File: config.mk
export PLATFORM = sky130hd
export DESIGN_NAME = frame_fifo_writer
export DESIGN_NICKNAME = d
export VERILOG_FILES = /design/src/rtl/frame_fifo_writer_pkg.sv /design/src/rtl/frame_fifo_writer_pixel_pos_counter.sv /design/src/rtl/frame_fifo_writer.sv
export SDC_FILE = /design/constraint.sdc
export NUM_CORES = 1
export LEC_CHECK = 0
export ABC_CLOCK_PERIOD_IN_PS = 3700
export BUFFER_PORTS_ARGS = -buffer_cell sky130_fd_sc_hd__buf_2
export CAP_MARGIN = 20
export CELL_PAD_IN_SITES_DETAIL_PLACEMENT = 1
export CELL_PAD_IN_SITES_GLOBAL_PLACEMENT = 1
export CORE_ASPECT_RATIO = 2
export CORE_MARGIN = 1
export CORE_UTILIZATION = 30
export DETAILED_ROUTE_END_ITERATION = 12
export PLACE_DENSITY_LB_ADDON = 0.1
export SLEW_MARGIN = 10
export SYNTH_ARGS = -nofsm -noshare
export SYNTH_HDL_FRONTEND = slang
export SYNTH_SLANG_ARGS = --single-unit
File: constraint.sdc
create_clock -name clk -period 3.7 [get_ports clk]
set_input_delay 0.37 -clock clk [delete_from_list [all_inputs] [get_ports clk]]
set_output_delay 0.37 -clock clk [all_outputs]
set_load 0.01 [all_outputs]
File: src/rtl/frame_fifo_writer_pkg.sv
// Shared types and constants for the frame FIFO writer.
// Optional feature macro: FRAME_HEADER_EN adds the HEADER state and its constants' use.
package frame_fifo_writer_pkg;

`ifdef FRAME_HEADER_EN
    typedef enum logic [2:0] {
        IDLE,
        FRESET,
        WAIT_SOF,
        HEADER,
        CAPTURE,
        PAD,
        DONE
    } state_t;
`else
    typedef enum logic [2:0] {
        IDLE,
        FRESET,
        WAIT_SOF,
        CAPTURE,
        PAD,
        DONE
    } state_t;
`endif

    // Header word payloads; only bits [9:2] of a FIFO word survive, so bytes sit there.
    localparam logic [7:0] HDR_BYTE0 = 8'hFF;
    localparam logic [7:0] HDR_BYTE1 = 8'h00;
    localparam logic [7:0] HDR_BYTE2 = 8'hFF;
    localparam int         HDR_LEN   = 4;

    // Counter width that stays at least one bit for degenerate sizes.
    function automatic int cnt_width(input int n);
        return (n > 1) ? $clog2(n) : 1;
    endfunction

    // The fourth header byte carries the low byte of the frame counter.
    function automatic logic [7:0] header_byte(input logic [1:0] idx, input logic [7:0] count);
        case (idx)
            2'd0:    return HDR_BYTE0;
            2'd1:    return HDR_BYTE1;
            2'd2:    return HDR_BYTE2;
            default: return count;
        endcase
    endfunction

endpackage

File: src/rtl/frame_fifo_writer_pixel_pos_counter.sv
// Column/line position tracker for one frame with a last-pixel flag.
module pixel_pos_counter
    import frame_fifo_writer_pkg::*;
#(
    parameter int IMG_W = 640,
    parameter int IMG_H = 480
) (
    input  logic clk,
    input  logic reset_n,
    input  logic clear,
    input  logic advance,
    output logic last
);

    localparam int CW = cnt_width(IMG_W);
    localparam int LW = cnt_width(IMG_H);

    logic [CW-1:0] col;
    logic [LW-1:0] line;
    logic          col_end;
    logic          line_end;

    assign col_end  = (col == CW'(IMG_W - 1));
    assign line_end = (line == LW'(IMG_H - 1));
    assign last     = col_end && line_end;

    // Step one pixel position per counted pixel, wrapping columns into lines.
    always_ff @(posedge clk or negedge reset_n) begin
        if (!reset_n) begin
            col  <= '0;
            line <= '0;
        end else if (clear) begin
            col  <= '0;
            line <= '0;
        end else if (advance) begin
            if (col_end) begin
                col  <= '0;
                line <= line_end ? '0 : line + 1'b1;
            end else begin
                col <= col + 1'b1;
            end
        end
    end

endmodule

File: src/rtl/frame_fifo_writer.sv
// Captures one camera frame into a BTPipe FIFO, padding to a whole block.
// Optional feature macro: FRAME_HEADER_EN prepends a 4-word header to each frame.
module frame_fifo_writer
    import frame_fifo_writer_pkg::*;
#(
    parameter int IMG_W      = 640,
    parameter int IMG_H      = 480,
    parameter int BLOCK_LEN  = 1024,
    parameter int RST_CYCLES = 8
) (
    input  logic        clk,
    input  logic        reset_n,
    input  logic        capture_start,
    input  logic        frame_start,
    input  logic        pix_valid,
    input  logic [9:0]  pix_data,
    input  logic        FIFO_full,
    output logic        FIFO_wr_enable,
    output logic [31:0] FIFO_data_in,
    output logic        FIFO_write_reset,
    output logic        busy,
    output logic        frame_done,
    output logic        overflow,
    output logic        short_frame,
    output logic [15:0] frame_count
);

    localparam int EW = cnt_width(BLOCK_LEN);
    localparam int RW = cnt_width(RST_CYCLES);

    state_t        state;
    state_t        state_next;
    logic [EW-1:0] entry_cnt;
    logic [EW-1:0] entry_next;
    logic [RW-1:0] rst_cnt;
    logic [RW-1:0] rst_cnt_next;
    logic          wr_next;
    logic [31:0]   data_next;
    logic          overflow_next;
    logic          short_next;
    logic [15:0]   count_next;
    logic          pos_clear;
    logic          pos_advance;
    logic          pos_last;

`ifdef FRAME_HEADER_EN
    logic [1:0]    hdr_idx;
    logic [1:0]    hdr_idx_next;
    logic [9:0]    held_pix;
    logic [9:0]    held_next;
    logic          held_pending;
    logic          pending_next;
`endif

    pixel_pos_counter #(
        .IMG_W (IMG_W),
        .IMG_H (IMG_H)
    ) u_pos (
        .clk     (clk),
        .reset_n (reset_n),
        .clear   (pos_clear),
        .advance (pos_advance),
        .last    (pos_last)
    );

    assign busy       = (state != IDLE);
    assign frame_done = (state == DONE);

    // Next-state and write decision; the write itself is registered below.
    always_comb begin
        state_next    = state;
        wr_next       = 1'b0;
        data_next     = FIFO_data_in;
        entry_next    = entry_cnt;
        rst_cnt_next  = rst_cnt;
        overflow_next = overflow;
        short_next    = short_frame;
        count_next    = frame_count;
        pos_clear     = 1'b0;
        pos_advance   = 1'b0;
`ifdef FRAME_HEADER_EN
        hdr_idx_next  = hdr_idx;
        held_next     = held_pix;
        pending_next  = held_pending;
`endif
        case (state)
            IDLE: begin
                if (capture_start) begin
                    state_next    = FRESET;
                    overflow_next = 1'b0;
                    short_next    = 1'b0;
                    entry_next    = '0;
                    rst_cnt_next  = '0;
                    pos_clear     = 1'b1;
                end
            end
            FRESET: begin
                if (rst_cnt == RW'(RST_CYCLES - 1)) begin
                    state_next = WAIT_SOF;
                end else begin
                    rst_cnt_next = rst_cnt + 1'b1;
                end
            end
            WAIT_SOF: begin
                if (pix_valid && frame_start) begin
`ifdef FRAME_HEADER_EN
                    held_next    = pix_data;
                    pending_next = 1'b1;
                    hdr_idx_next = '0;
                    state_next   = HEADER;
`else
                    pos_advance = 1'b1;
                    if (FIFO_full) begin
                        overflow_next = 1'b1;
                    end else begin
                        wr_next    = 1'b1;
                        data_next  = {22'b0, pix_data};
                        entry_next = entry_cnt + 1'b1;
                    end
                    state_next = pos_last ? PAD : CAPTURE;
`endif
                end
            end
`ifdef FRAME_HEADER_EN
            HEADER: begin
                if (!FIFO_full) begin
                    wr_next    = 1'b1;
                    data_next  = {22'b0, header_byte(hdr_idx, frame_count[7:0]), 2'b00};
                    entry_next = entry_cnt + 1'b1;
                    if (hdr_idx == 2'(HDR_LEN - 1)) begin
                        state_next = CAPTURE;
                    end else begin
                        hdr_idx_next = hdr_idx + 1'b1;
                    end
                end
            end
`endif
            CAPTURE: begin
`ifdef FRAME_HEADER_EN
                if (held_pending) begin
                    if (!FIFO_full) begin
                        wr_next      = 1'b1;
                        data_next    = {22'b0, held_pix};
                        entry_next   = entry_cnt + 1'b1;
                        pos_advance  = 1'b1;
                        pending_next = 1'b0;
                        if (pos_last) begin
                            state_next = PAD;
                        end
                    end
                end else
`endif
                if (pix_valid) begin
                    if (frame_start) begin
                        short_next = 1'b1;
                        state_next = PAD;
                    end else begin
                        pos_advance = 1'b1;
                        if (FIFO_full) begin
                            overflow_next = 1'b1;
                        end else begin
                            wr_next    = 1'b1;
                            data_next  = {22'b0, pix_data};
                            entry_next = entry_cnt + 1'b1;
                        end
                        if (pos_last) begin
                            state_next = PAD;
                        end
                    end
                end
            end
            PAD: begin
                if (entry_cnt == '0) begin
                    state_next = DONE;
                end else if (!FIFO_full) begin
                    wr_next    = 1'b1;
                    data_next  = '0;
                    entry_next = entry_cnt + 1'b1;
                end
            end
            DONE: begin
                count_next = frame_count + 16'd1;
                state_next = IDLE;
            end
            default: begin
                state_next = IDLE;
            end
        endcase
    end

    // State register.
    always_ff @(posedge clk or negedge reset_n) begin
        if (!reset_n) begin
            state <= IDLE;
        end else begin
            state <= state_next;
        end
    end

    // Registered FIFO interface, counters and sticky status flags.
    always_ff @(posedge clk or negedge reset_n) begin
        if (!reset_n) begin
            FIFO_wr_enable   <= 1'b0;
            FIFO_data_in     <= '0;
            FIFO_write_reset <= 1'b1;
            entry_cnt        <= '0;
            rst_cnt          <= '0;
            overflow         <= 1'b0;
            short_frame      <= 1'b0;
            frame_count      <= '0;
        end else begin
            FIFO_wr_enable   <= wr_next;
            FIFO_data_in     <= data_next;
            FIFO_write_reset <= (state_next == FRESET);
            entry_cnt        <= entry_next;
            rst_cnt          <= rst_cnt_next;
            overflow         <= overflow_next;
            short_frame      <= short_next;
            frame_count      <= count_next;
        end
    end

`ifdef FRAME_HEADER_EN
    // Header sequencing and the start-of-frame pixel held back behind the header.
    always_ff @(posedge clk or negedge reset_n) begin
        if (!reset_n) begin
            hdr_idx      <= '0;
            held_pix     <= '0;
            held_pending <= 1'b0;
        end else begin
            hdr_idx      <= hdr_idx_next;
            held_pix     <= held_next;
            held_pending <= pending_next;
        end
    end
`endif

endmodule

; ---- After elaboration in Yosys (flattened, before gate mapping)
; Index checks and enable logic that the tools add are counted.
[word_totals]
regBits = 87
in_bits = 16
output_inout_bits = 54
elab_cells = 105
[classes]
n_addsub = 5
n_eq_ne = 17
mux = 54
reduce_logical = 18
[op_table]
columns = op, n
row1 = $mux W32, 6
row2 = $pmux W32 S3, 1
row3 = $mux W10, 9
row4 = $pmux W10 S4, 1
row5 = $mux W9, 4
row6 = $mux W3, 10
row7 = $add A10 B1 Y10 const B, 2
row8 = $mux W1, 17
row9 = $add A16 B1 Y16 const B, 1
row10 = $ne A2 B2 Y1 const B, 8
row11 = $pmux W3 S5, 1
row12 = $reduce_and A6 Y1, 2
row13 = $eq A10 B10 Y1 const B, 1
row14 = $logic_not A10 Y1, 1
row15 = $add A9 B1 Y9 const B, 1
row16 = $eq A3 B3 Y1 const B, 3
row17 = $eq A9 B9 Y1 const B, 1
row18 = $reduce_bool A3 Y1, 3
row19 = $reduce_bool A2 Y1, 4
row20 = $eq A3 B1 Y1 const B, 2
row21 = $eq A3 B2 Y1 const B, 2
row22 = $pmux W1 S3, 2
row23 = $pmux W3 S2, 1
row24 = $reduce_and A5 Y1, 1
row25 = 8 further kinds, 10

; ---- Longest topological paths before layout
; Gate-level depths: netlist (run 1).
[depth]
word_depth = 7
mapped_depth = 8

; ---- Modules after synthesis
; From an unflattened synthesis (run 1), not the netlist that was laid out.
[unflattened]
cells_unflattened = 344
hier_area_um2 = 3492.1
[by_module_without_submodules]
columns = module, instances, cells_each, area_per_inst_um2, seq_area_each_um2
row1 = frame_fifo_writer, 1, 238, 2453.6, 1152.4
row2 = pixel_pos_counter, 1, 106, 1038.5, 475.5

; ---- Worst setup path before layout (run 1)
; Ideal clock, no wire load.
[synth_timing]
path_kind = flip-flop to flip-flop
from = register u_pos.col[0]
to = register u_pos.line[8]
t_arrival_ns = 1.926
setup_slack_ns = 1.671
path_stages_with_launch = 8
path_buffers = 1
period_less_slack_ns = 2.029
path_cell_list = dfrtp_1 ha_1 and4_1 nor3b_2 o21ai_2 or2_0 buf_2 o41ai_2
[synth_via]
elab_chain_len = 3
[synth_rtl]
columns = item, line_no
row1 = "start, declared", frame_fifo_writer_pixel_pos_counter.sv:18  ; logic [CW-1:0] col;
row2 = "start signal, assigned", frame_fifo_writer_pixel_pos_counter.sv:40  ; col <= col + 1'b1;
row3 = $eq A10 B10 Y1, frame_fifo_writer_pixel_pos_counter.sv:23  ; assign col_end = (col == CW'(IMG_W - 1));
row4 = $reduce_bool A2 Y1 (no source line), -
row5 = $reduce_and A2 Y1 (no source line), -
row6 = "end signal, assigned", frame_fifo_writer_pixel_pos_counter.sv:38  ; line <= line_end ? '0 : line + 1'b1;
row7 = "end, declared", frame_fifo_writer_pixel_pos_counter.sv:19  ; logic [LW-1:0] line;
; Every way passes these cells.
; A chain may end at the register's enable or synchronous reset.

; ---- Worst setup path in the final report (run 1)
[layout_timing]
from = register state[0]
to = register u_pos.line[5]
[layout_via]
elab_chain_len = 4
[layout_rtl]
columns = item, line_no
row1 = "start, declared", frame_fifo_writer.sv:31  ; state_t state;
row2 = "start signal, assigned", frame_fifo_writer.sv:196  ; state <= state_next;
row3 = $eq A3 B2 Y1 or $logic_not A3 Y1 (tied branches), frame_fifo_writer.sv:86  ; case (state)
row4 = $pmux W1 S2 or $mux W1 (tied branches), frame_fifo_writer.sv:86
row5 = $reduce_bool A2 Y1 (no source line), -
row6 = $reduce_and A2 Y1 (no source line), -
; Parallel ways exist; a longest one is shown, timed or not.

==> results of run 1 <==
==> cell type report <==
type,instances,area share
flip-flops and latches,65,0.400
well taps,142,0.0436
clock buffers,14,0.0673
repair buffers,51,0.0651
inverters,8,0.00737
clock inverters,2,0.00860
multi-input cells,271,0.408
==> state kept, by name, indices dropped and copies added, names as in the netlist <==
register / count
FIFO_wr_enable: 1
state: 3
frame_count: 16
entry_cnt: 10
FIFO_write_reset: 1
u_pos.line: 9
FIFO_data_in: 10
u_pos.col: 10
overflow: 1
rst_cnt: 3
short_frame: 1
==> path summary, 6_finish.rpt <==
path	cells after the start	slack, ps	endpoint	from
worst min register to register	1	460	frame_count[15]	frame_count[15]
worst max register to register	5	1250	u_pos.line[5]	state[0]
worst min-delay path	2	240	frame_count[3]	reset_n
worst max-delay path	5	1250	u_pos.line[5]	state[0]
min in group clk	3	280	FIFO_data_in[5]	pix_data[5]
max in group asynchronous	2	2900	entry_cnt[9]	reset_n
==> layer usage <==
metal | wire length [µm] | track usage
met3 | 229 | 0.0326
met4 | 157 | 0.0635
met5 | 0 | 0
met1 | 3260 | 0.161
met2 | 4780 | 0.287
==> per-stage QoR <==
step | setup slack [ps] | std cells | cell area [µm²] | util | hold slack (ps)
after floorplan | 1670 | 380 | 3550 | - | 74.4
after CTS | 1220 | 553 | 4070 | 0.361 | 262
after global placement | 1300 | 537 | 3760 | 0.333 | 458
after detailed placement | 1230 | 537 | 3760 | 0.333 | 459
final | 1250 | 553 | 4070 | 0.361 | 235
after global routing | 1010 | 553 | 4070 | 0.361 | 280
==> kinds of logic (layout without fill, tap and decap cells) <==
kind of cell	count (synthesis)	after routing	share of synthesized area
flip-flops	65	65	0.469
adder cells (fa/ha/maj)	7	7	0.0252
buffers and inverters	44	75	0.0750
AO/OA/AOI/OAI	61	61	0.116
AND/OR/NAND/NOR	150	150	0.232
other	1	22	0.00108
XOR/XNOR	24	24	0.0605
multiplexers	7	7	0.0209
==> synthesized netlist by cell type, types with 4 or more instances <==
master | instances | share of area
o21ai_0 | 27 | 0.039
dfrtp_1 | 64 | 0.46
ha_1 | 7 | 0.025
inv_1 | 8 | 0.0086
nor2_1 | 24 | 0.026
nor3_1 | 5 | 0.0072
or3_1 | 5 | 0.0090
mux2i_1 | 5 | 0.014
xnor2_1 | 14 | 0.035
and3_1 | 8 | 0.014
nand3_1 | 14 | 0.020
xor2_1 | 10 | 0.025
nand2_1 | 50 | 0.054
buf_2 | 6 | 0.0086
nand4_1 | 9 | 0.016
a31oi_1 | 5 | 0.0090
nand2b_1 | 6 | 0.011
buf_4 | 23 | 0.050
a21oi_1 | 9 | 0.013
and4_1 | 4 | 0.010
clkbuf_1 | 6 | 0.0065
a31o_2 | 4 | 0.010
==> where the power goes <==
part / internal (mW) / switching [mW] / total [mW]
Clock: 0.576 / 0.303 / 0.879
Combinational: 0.302 / 0.430 / 0.732
Sequential: 0.878 / 0.193 / 1.07
Total: 1.76 / 0.926 / 2.68
==> cells in the final DEF (no fill, tap or decap), types with 3 or more instances in the layout <==
cell / count
nor3_1: 5
o31ai_1: 3
or3_1: 5
a21oi_1: 9
and3_1: 8
and4_1: 4
a22o_1: 3
nand2_1: 50
nand2b_1: 6
clkbuf_8: 3
xnor2_1: 14
a31oi_1: 5
a31o_2: 4
nand4b_1: 3
clkbuf_16: 9
and2_1: 3
buf_4: 4
nor2_1: 24
nand4_1: 9
xor2_1: 10
mux2i_1: 5
conb_1: 22
inv_1: 8
buf_2: 47
nand3_1: 14
o21ai_0: 27
nor4_1: 3
dfrtp_1: 64
ha_1: 7
==> results.json, run 1 <==
{
  "clock_latency_ps": 330,
  "path_max_fanout": 18,
  "hp-class": "in2async",
  "drt-wirelength-per-cell_um": 15.2,
  "crit_chain": "or4b_4 -> o21ai_4 -> o21ai_2 -> or2_0 -> o41ai_2",
  "synthArstFlopShare": 1.00,
  "cp-start-kind": "register",
  "cap_violations": 0,
  "path_class": "reg2reg",
  "rsz0062_at_grt": "false",
  "syn_inst": 359,
  "core_mm2": 0.0113,
  "p_per_area_mw_per_mm2": 659,
  "hpwl_mm": 6.09,
  "synth_edf_count": 0,
  "tritoncts": "done",
  "ys_seq_area_frac": 0.469,
  "status": "finished clean",
  "htreeDepth": 3,
  "clk_pin_slew_ps": 60,
  "skew_ps": 6.51,
  "max_freq_mhz": 408,
  "seq_area_mm2": 0.00163,
  "firstDrtPassIters": 4,
  "worstSetupEndpointType": "register",
  "drv_slew": 0,
  "die_w_um": 78.1,
  "nFillCells": 1349,
  "dieArea_mm2": 0.0120,
  "slowest_delay_ps": 710,
  "die_h_um": 154,
  "grt_usage": 0.153,
  "fin_setup_tns_ps": 0,
  "total_power_mw": 2.68,
  "synthToLayoutAreaGrowth_pct": 17.3,
  "via_per_inst": 4.88,
  "crit_buf_inv": 0,
  "fin_crit_ps": 2450,
  "hold_buffers": 0,
  "clock-sinks": 65,
  "fin_crit_sh": 0.662,
  "root_buffer": "clkbuf_16",
  "layout-drive-gt1-share": 0.209,
  "cp_top_family": "simple AND/OR/NAND/NOR gates",
  "num_vias": 2697,
  "start_util": 0.308,
  "portBuffers": 47,
  "multiInputGateArea_mm2": 0.00166,
  "drc": 0,
  "rows": 55,
  "yosysUniqueCellTypes": 53,
  "post-cts-setup-buffers": 0,
  "grt_pass1_vias": 2819,
  "peakVddDrop_uv": 193,
  "setup_violations": 0,
  "ant_nets": 0,
  "gp_congestion": 0.754,
  "antenna_found_initial": 0,
  "slew_headroom": 0.423,
  "ys_warn_count": 0,
  "power_leakage_nw": 2.00,
  "worstMarginPinSlew_ps": 865,
  "synth_area_mm2": 0.00347,
  "grt_first_pass_wirelength_mm": 14.3,
  "hold_viol": 0,
  "drt-initial-drc-count": 90,
  "worstPathRequired_ps": 3930,
  "synth_flop_cell": "dfrtp_1",
  "critPathArrivalTime_ps": 2680,
  "nets": 429,
  "cts_resized": 0,
  "crit_path_top_delay_cell": "or4b_4",
  "grt_start_max_net_pins": 66,
  "wirelength_mm": 8.42,
  "io_pins": 70,
  "antenna_cells": 0,
  "synth.ff_latch_count": 65,
  "syn_avg_cell_area_um2": 9.67,
  "overflow": 0,
  "ctsLongestPathBuffers": 2,
  "cts_buffers": 9
}
No activity file was read; power rests on OpenSTA's default activity.
==> inputs of run 2 (changes only) <==
ABC_AREA = 1   (was not set)
ABC_CLOCK_PERIOD_IN_PS = 2000   (was 3700)
clock period = 2 ns   (was 3.7 ns; I/O delays follow)
==> run 2 against run 1 <==
Against the previous run:
- clock power rose by 95%
- sequential cell count stayed put
- critical path depth is 3 higher
- first-iteration DRC count shrank 21%
- core utilization shrank 0.33 points
- clock skew shrank 0.53 ps
- global-route usage grew 1.6 points
- sequential share of layout area is 4.9 points lower
- wire length is 30% higher
- maximum frequency rose by 38%
- critical endpoint is now FIFO_data_in[6]
==> results.json, run 2 <==
{
  "die_w_um": 83.7,
  "firstDrtPassIters": 4,
  "start_util": 0.308,
  "hold_slack_ps": 134,
  "gp_congestion": 0.841,
  "utilization": 0.358,
  "synth.ff_latch_count": 65,
  "path_class": "reg2reg",
  "antenna_cells": 0,
  "hold_viol": 0,
  "cts_resized": 0,
  "ctsLongestPathBuffers": 2,
  "syn_inst": 548,
  "setup_violations": 0,
  "syn_avg_cell_area_um2": 7.31,
  "fin_ws_ps": 224,
  "nets": 623,
  "root_buffer": "clkbuf_16",
  "grt_start_max_net_pins": 57,
  "synth_flop_cell": "dfrtp_1",
  "grt_pass1_vias": 3771,
  "synth_top_area_share": 0.400,
  "yosysUniqueCellTypes": 31,
  "rsz0062_at_grt": "false",
  "p_per_area_mw_per_mm2": 1150,
  "portBuffers": 47,
  "dp_slack_ps": 195,
  "layout-drive-gt1-share": 0.162,
  "ys_seq_area_frac": 0.406,
  "wirelength_mm": 11.0,
  "rows": 59,
  "crit_path_top_delay_cell": "dfrtp_1",
  "max_freq_mhz": 563,
  "antenna_found_initial": 0,
  "peakVddDrop_uv": 476,
  "hpwl_mm": 8.57,
  "cts_buffers": 9,
  "tritoncts": "done",
  "fin_crit_ps": 1780,
  "layout_commonest_cell": "nand2_1",
  "final_cell_mix": "184 x nand2_1, 68 x nor2_1, 64 x dfrtp_1",
  "fin_setup_tns_ps": 0,
  "cap_violations": 0,
  "overflow": 0,
  "drc": 0,
  "yosys.area.top_type": "dfrtp_1",
  "clock_latency_ps": 330,
  "io_pins": 70,
  "ys_warn_count": 0,
  "crit_chain": "nor2_2 -> nand2_2 -> nand2_2 -> inv_2 -> nor2_4 -> nand3_2 -> nand2_1 -> nand2_1",
  "critPathArrivalTime_ps": 2000,
  "hp-class": "in2reg",
  "slowest_delay_ps": 470,
  "num_vias": 3562,
  "grt_usage": 0.169,
  "skew_ps": 5.98,
  "power_leakage_nw": 2.52,
  "drt-wirelength-per-cell_um": 14.5,
  "worstSetupEndpointType": "register",
  "ys_top_cells_by_count": "184 x nand2_1, 68 x nor2_1, 64 x dfrtp_1, 57 x inv_1, 31 x nand3_1",
  "fin_crit_sh": 0.888,
  "regMostFlops": "frame_count",
  "htreeDepth": 3,
  "path_max_fanout": 12,
  "synth_most_common_cell": "nand2_1",
  "largest_register_ffs": 16,
  "die_h_um": 165,
  "synth_edf_count": 0,
  "clock-sinks": 65,
  "ant_nets": 0,
  "dieArea_mm2": 0.0138,
  "drv_slew": 0,
  "synth_area_mm2": 0.00401,
  "synth_area_leaders": "dfrtp_1 40%, nand2_1 17%, nor2_1 6.4%",
  "grt_first_pass_wirelength_mm": 18.3,
  "core_mm2": 0.0130,
  "synthArstFlopShare": 1.00,
  "via_per_inst": 4.71,
  "drt-initial-drc-count": 71,
  "clk_pin_slew_ps": 60,
  "cp-start-kind": "register",
  "synthToLayoutAreaGrowth_pct": 16.0,
  "status": "finished clean",
  "worstPathRequired_ps": 2230,
  "total_power_mw": 5.36
}
==> run 2: changes by cell type after synthesis, moves of 6 or more <==
cell / delta
and3_1: -8
inv_1: +49
nand2_1: +134
nand2b_1: -6
nand3_1: +17
nand3_2: +6
nand4_1: +20
nor2_1: +44
o21ai_0: -13
xnor2_1: -7
==> run 2: kinds of logic after synthesis <==
logic type / after synthesis / synth area share
flip-flops: 65 / 0.406
adder cells (fa/ha/maj): 7 / 0.0219
AO/OA/AOI/OAI: 25 / 0.0350
buffers and inverters: 94 / 0.117
AND/OR/NAND/NOR: 337 / 0.377
XOR/XNOR: 19 / 0.0415
other: 1 / 0.000936
==> run 2: power breakdown <==
group | internal [mW] | switching [mW] | total, mW
clock network | 1.12 | 0.589 | 1.71
logic | 0.556 | 1.18 | 1.73
registers | 1.62 | 0.295 | 1.92
total | 3.30 | 2.06 | 5.36
==> run 2: final cells by class <==
class,count,area [µm²]
clock buffers,11,243
clock inverters,5,78.8
fillers,1647,8350
inverters,62,233
multi-input cells,410,1990
flip-flops and latches,65,1630
well taps,152,190
repair buffers,52,288
==> run 2: repair_timing <==
action / in CTS / in global routing
hold buffers: 1 / 0
endpoints found under the hold margin: 9 / 0
buffers inserted: 0 / 0
==> run 2: per-layer routing <==
metal  share of wire  up-vias  global-route usage  wire length (µm)
met5               0        -                   0                 0
met4           0.027        0              0.0740               297
met3           0.020       23              0.0313               215
met2            0.57       46               0.328              6300
met1            0.38     1717               0.175              4160
li1                -     1776                   -                 -
==> run 2: worst paths after layout <==
| path | from | endpoint | slack [ps] | cells after the start |
|---|---|---|---|---|
| worst max-delay path | state[1] | FIFO_data_in[6] | 220 | 8 |
| worst min-delay path | pix_data[7] | FIFO_data_in[7] | 130 | 3 |
| worst max register to register | state[1] | FIFO_data_in[6] | 220 | 8 |
| worst min register to register | FIFO_data_in[3] | FIFO_data_in[3] | 470 | 2 |
| max in group asynchronous | reset_n | frame_count[10] | 1120 | 3 |
| min in group asynchronous | reset_n | u_pos.line[0] | 280 | 2 |
==> run 2: metrics by stage <==
step,instances,cell area [µm²]
2_1_floorplan,569,4080
3_3_place_gp,740,4310
3_5_place_dp,740,4310
4_1_cts,757,4650
5_1_grt,757,4650
6_report,757,4650
==> run 2: critical path: cells and delay by family (launching register included) <==
| family | cells | cell delay (ps) |
|---|---|---|
| flip-flops | 1 | 470 |
| buffers and inverters | 1 | 100 |
| AND/OR/NAND/NOR | 7 | 1090 |
==> inputs of run 3 (changes only) <==
CORE_UTILIZATION = 37   (was 30)
PLACE_DENSITY = 0.84   (was not set)
PLACE_DENSITY_LB_ADDON = not set   (was 0.1)
==> run 3 against run 2 <==
Against the previous run:
- wire length is 0.68% lower
- combinational power is 2% higher
- non-clock buffer count is 1 lower
- clock power hardly changed
- sequential cell count stayed put
- global-route usage is 4.1 points higher
- sequential share of layout area is 0.16 points higher
- critical endpoint is now FIFO_data_in[1]
==> results.json, run 3 (same netlist as run 2, synthesis figures left out) <==
{
  "via_per_inst": 4.95,
  "overflow": 0,
  "cp-start-kind": "register",
  "dieArea_mm2": 0.0113,
  "core_mm2": 0.0105,
  "worstPathRequired_ps": 2220,
  "drv_slew": 0,
  "clockPowerShare": 0.321,
  "utilization": 0.439,
  "critPathArrivalTime_ps": 2030,
  "clock-sinks": 65,
  "hold_viol": 0,
  "htreeDepth": 3,
  "hp-class": "in2reg",
  "setup_violations": 0,
  "p_sw_frac": 0.394,
  "layout-drive-gt1-share": 0.162,
  "fin_setup_tns_ps": 0,
  "fin_crit_ps": 1810,
  "final_cell_mix": "184 x nand2_1, 68 x nor2_1, 64 x dfrtp_1",
  "rsz0062_at_grt": "false",
  "clk_pin_slew_ps": 60,
  "largest_register_ffs": 16,
  "antenna_found_initial": 0,
  "dp_cells": 724,
  "worstHoldStart": "pix_data[3]",
  "cap_violations": 0,
  "die_w_um": 75.6,
  "root_buffer": "clkbuf_16",
  "path_max_fanout": 12,
  "io_pins": 70,
  "tritoncts": "done",
  "num_vias": 3669,
  "p_per_area_mw_per_mm2": 1170,
  "grt_start_max_net_pins": 49,
  "wirelength_mm": 10.9,
  "grt_first_pass_wirelength_mm": 17.9,
  "hold_slack_ps": 123,
  "rows": 53,
  "drt-wirelength-per-cell_um": 14.7,
  "layout_commonest_cell": "nand2_1",
  "pwr-share-seq": 0.353,
  "peakVddDrop_uv": 565,
  "die_h_um": 149,
  "cts_buffers": 9,
  "startpoint": "state[1]",
  "drt-initial-drc-count": 201,
  "clock_latency_ps": 340,
  "power_leakage_nw": 2.51,
  "fin_crit_sh": 0.904,
  "pwr-share-comb": 0.326,
  "fin_ws_ps": 191,
  "grt_pass1_vias": 3917,
  "firstDrtPassIters": 4,
  "gp_congestion": 0.865,
  "final_cells": 741,
  "start_util": 0.380,
  "synthToLayoutAreaGrowth_pct": 15.5,
  "skew_ps": 9.44,
  "regMostFlops": "frame_count",
  "ant_nets": 0,
  "status": "finished clean",
  "hpwl_mm": 8.39,
  "drc": 0,
  "path_class": "reg2reg",
  "p_sw_mw": 2.13,
  "max_freq_mhz": 553,
  "grt_usage": 0.211,
  "portBuffers": 47,
  "r2r_start": "state[1]",
  "worstSetupEndpointType": "register",
  "dp_slack_ps": 192,
  "antenna_cells": 0,
  "nets": 622,
  "p_int_mw": 3.28,
  "ctsLongestPathBuffers": 2
}
==> run 3: cell types whose count changed in the layout (fill, tap and decap cells not counted) <==
cell and delta:
inv_6 +3, clkinv_2 -2, clkinvlp_4 +2, buf_4 -1
clkbuf_1 -1, clkbuf_8 -1, clkinv_4 -1
==> run 3: layout make-up <==
cell class / instances / area, µm²
clock buffer: 9 / 225
fill: 1355 / 5920
sequential: 65 / 1630
timing repair buffer: 51 / 280
clock inverter: 7 / 101
tap: 137 / 171
multi-input combinational: 410 / 1990
inverter: 62 / 233
==> run 3: per-layer routing <==
layer,track usage,wire (µm)
met5,0,0
met1,0.208,3850
met2,0.401,6390
met4,0.0843,293
met3,0.0473,363
==> run 3: path summary, 6_finish.rpt <==
path | to | slack (ps) | cells after the start
setup / recovery | FIFO_data_in[1] | 190 | 8
hold / removal | FIFO_data_in[3] | 120 | 3
setup reg to reg | FIFO_data_in[1] | 190 | 8
hold reg to reg | FIFO_data_in[8] | 480 | 2
max in group asynchronous | state[1] | 1010 | 3
min in group asynchronous | u_pos.col[7] | 370 | 2
==> run 3: per-stage QoR <==
step / area [µm²] / total power, mW
floorplan: 4080 / 3.14
global placement: 4290 / 3.60
detailed placement: 4290 / 3.70
CTS: 4620 / 5.48
global route: 4620 / 5.74
finish: 4620 / 5.42
==> run 3: worst max-delay path: stages, from the launching register on <==
cell and delay, ps:
dfrtp_1 460, nor2_2 250, nand2_2 210, nand2_2 140, inv_2 100, nor2_4 120
nand3_2 210, nand2_1 140, nand2_1 60
==> run 3: what timing repair did <==
action	4_1_cts	5_1_grt
hold buffers	1	0
setup buffers	0	0
endpoints found under the hold margin	16	0
resized for setup	0	0
==> run 3: power by group through the flow <==
stage               combinational (mW)  sequential, mW  clock, mW
detailed placement                1.77            1.93          0
global placement                  1.69            1.91          0
global route                      1.98            1.95       1.81
floorplan                         1.21            1.93          0
finish                            1.77            1.91       1.74
CTS                               1.80            1.91       1.77
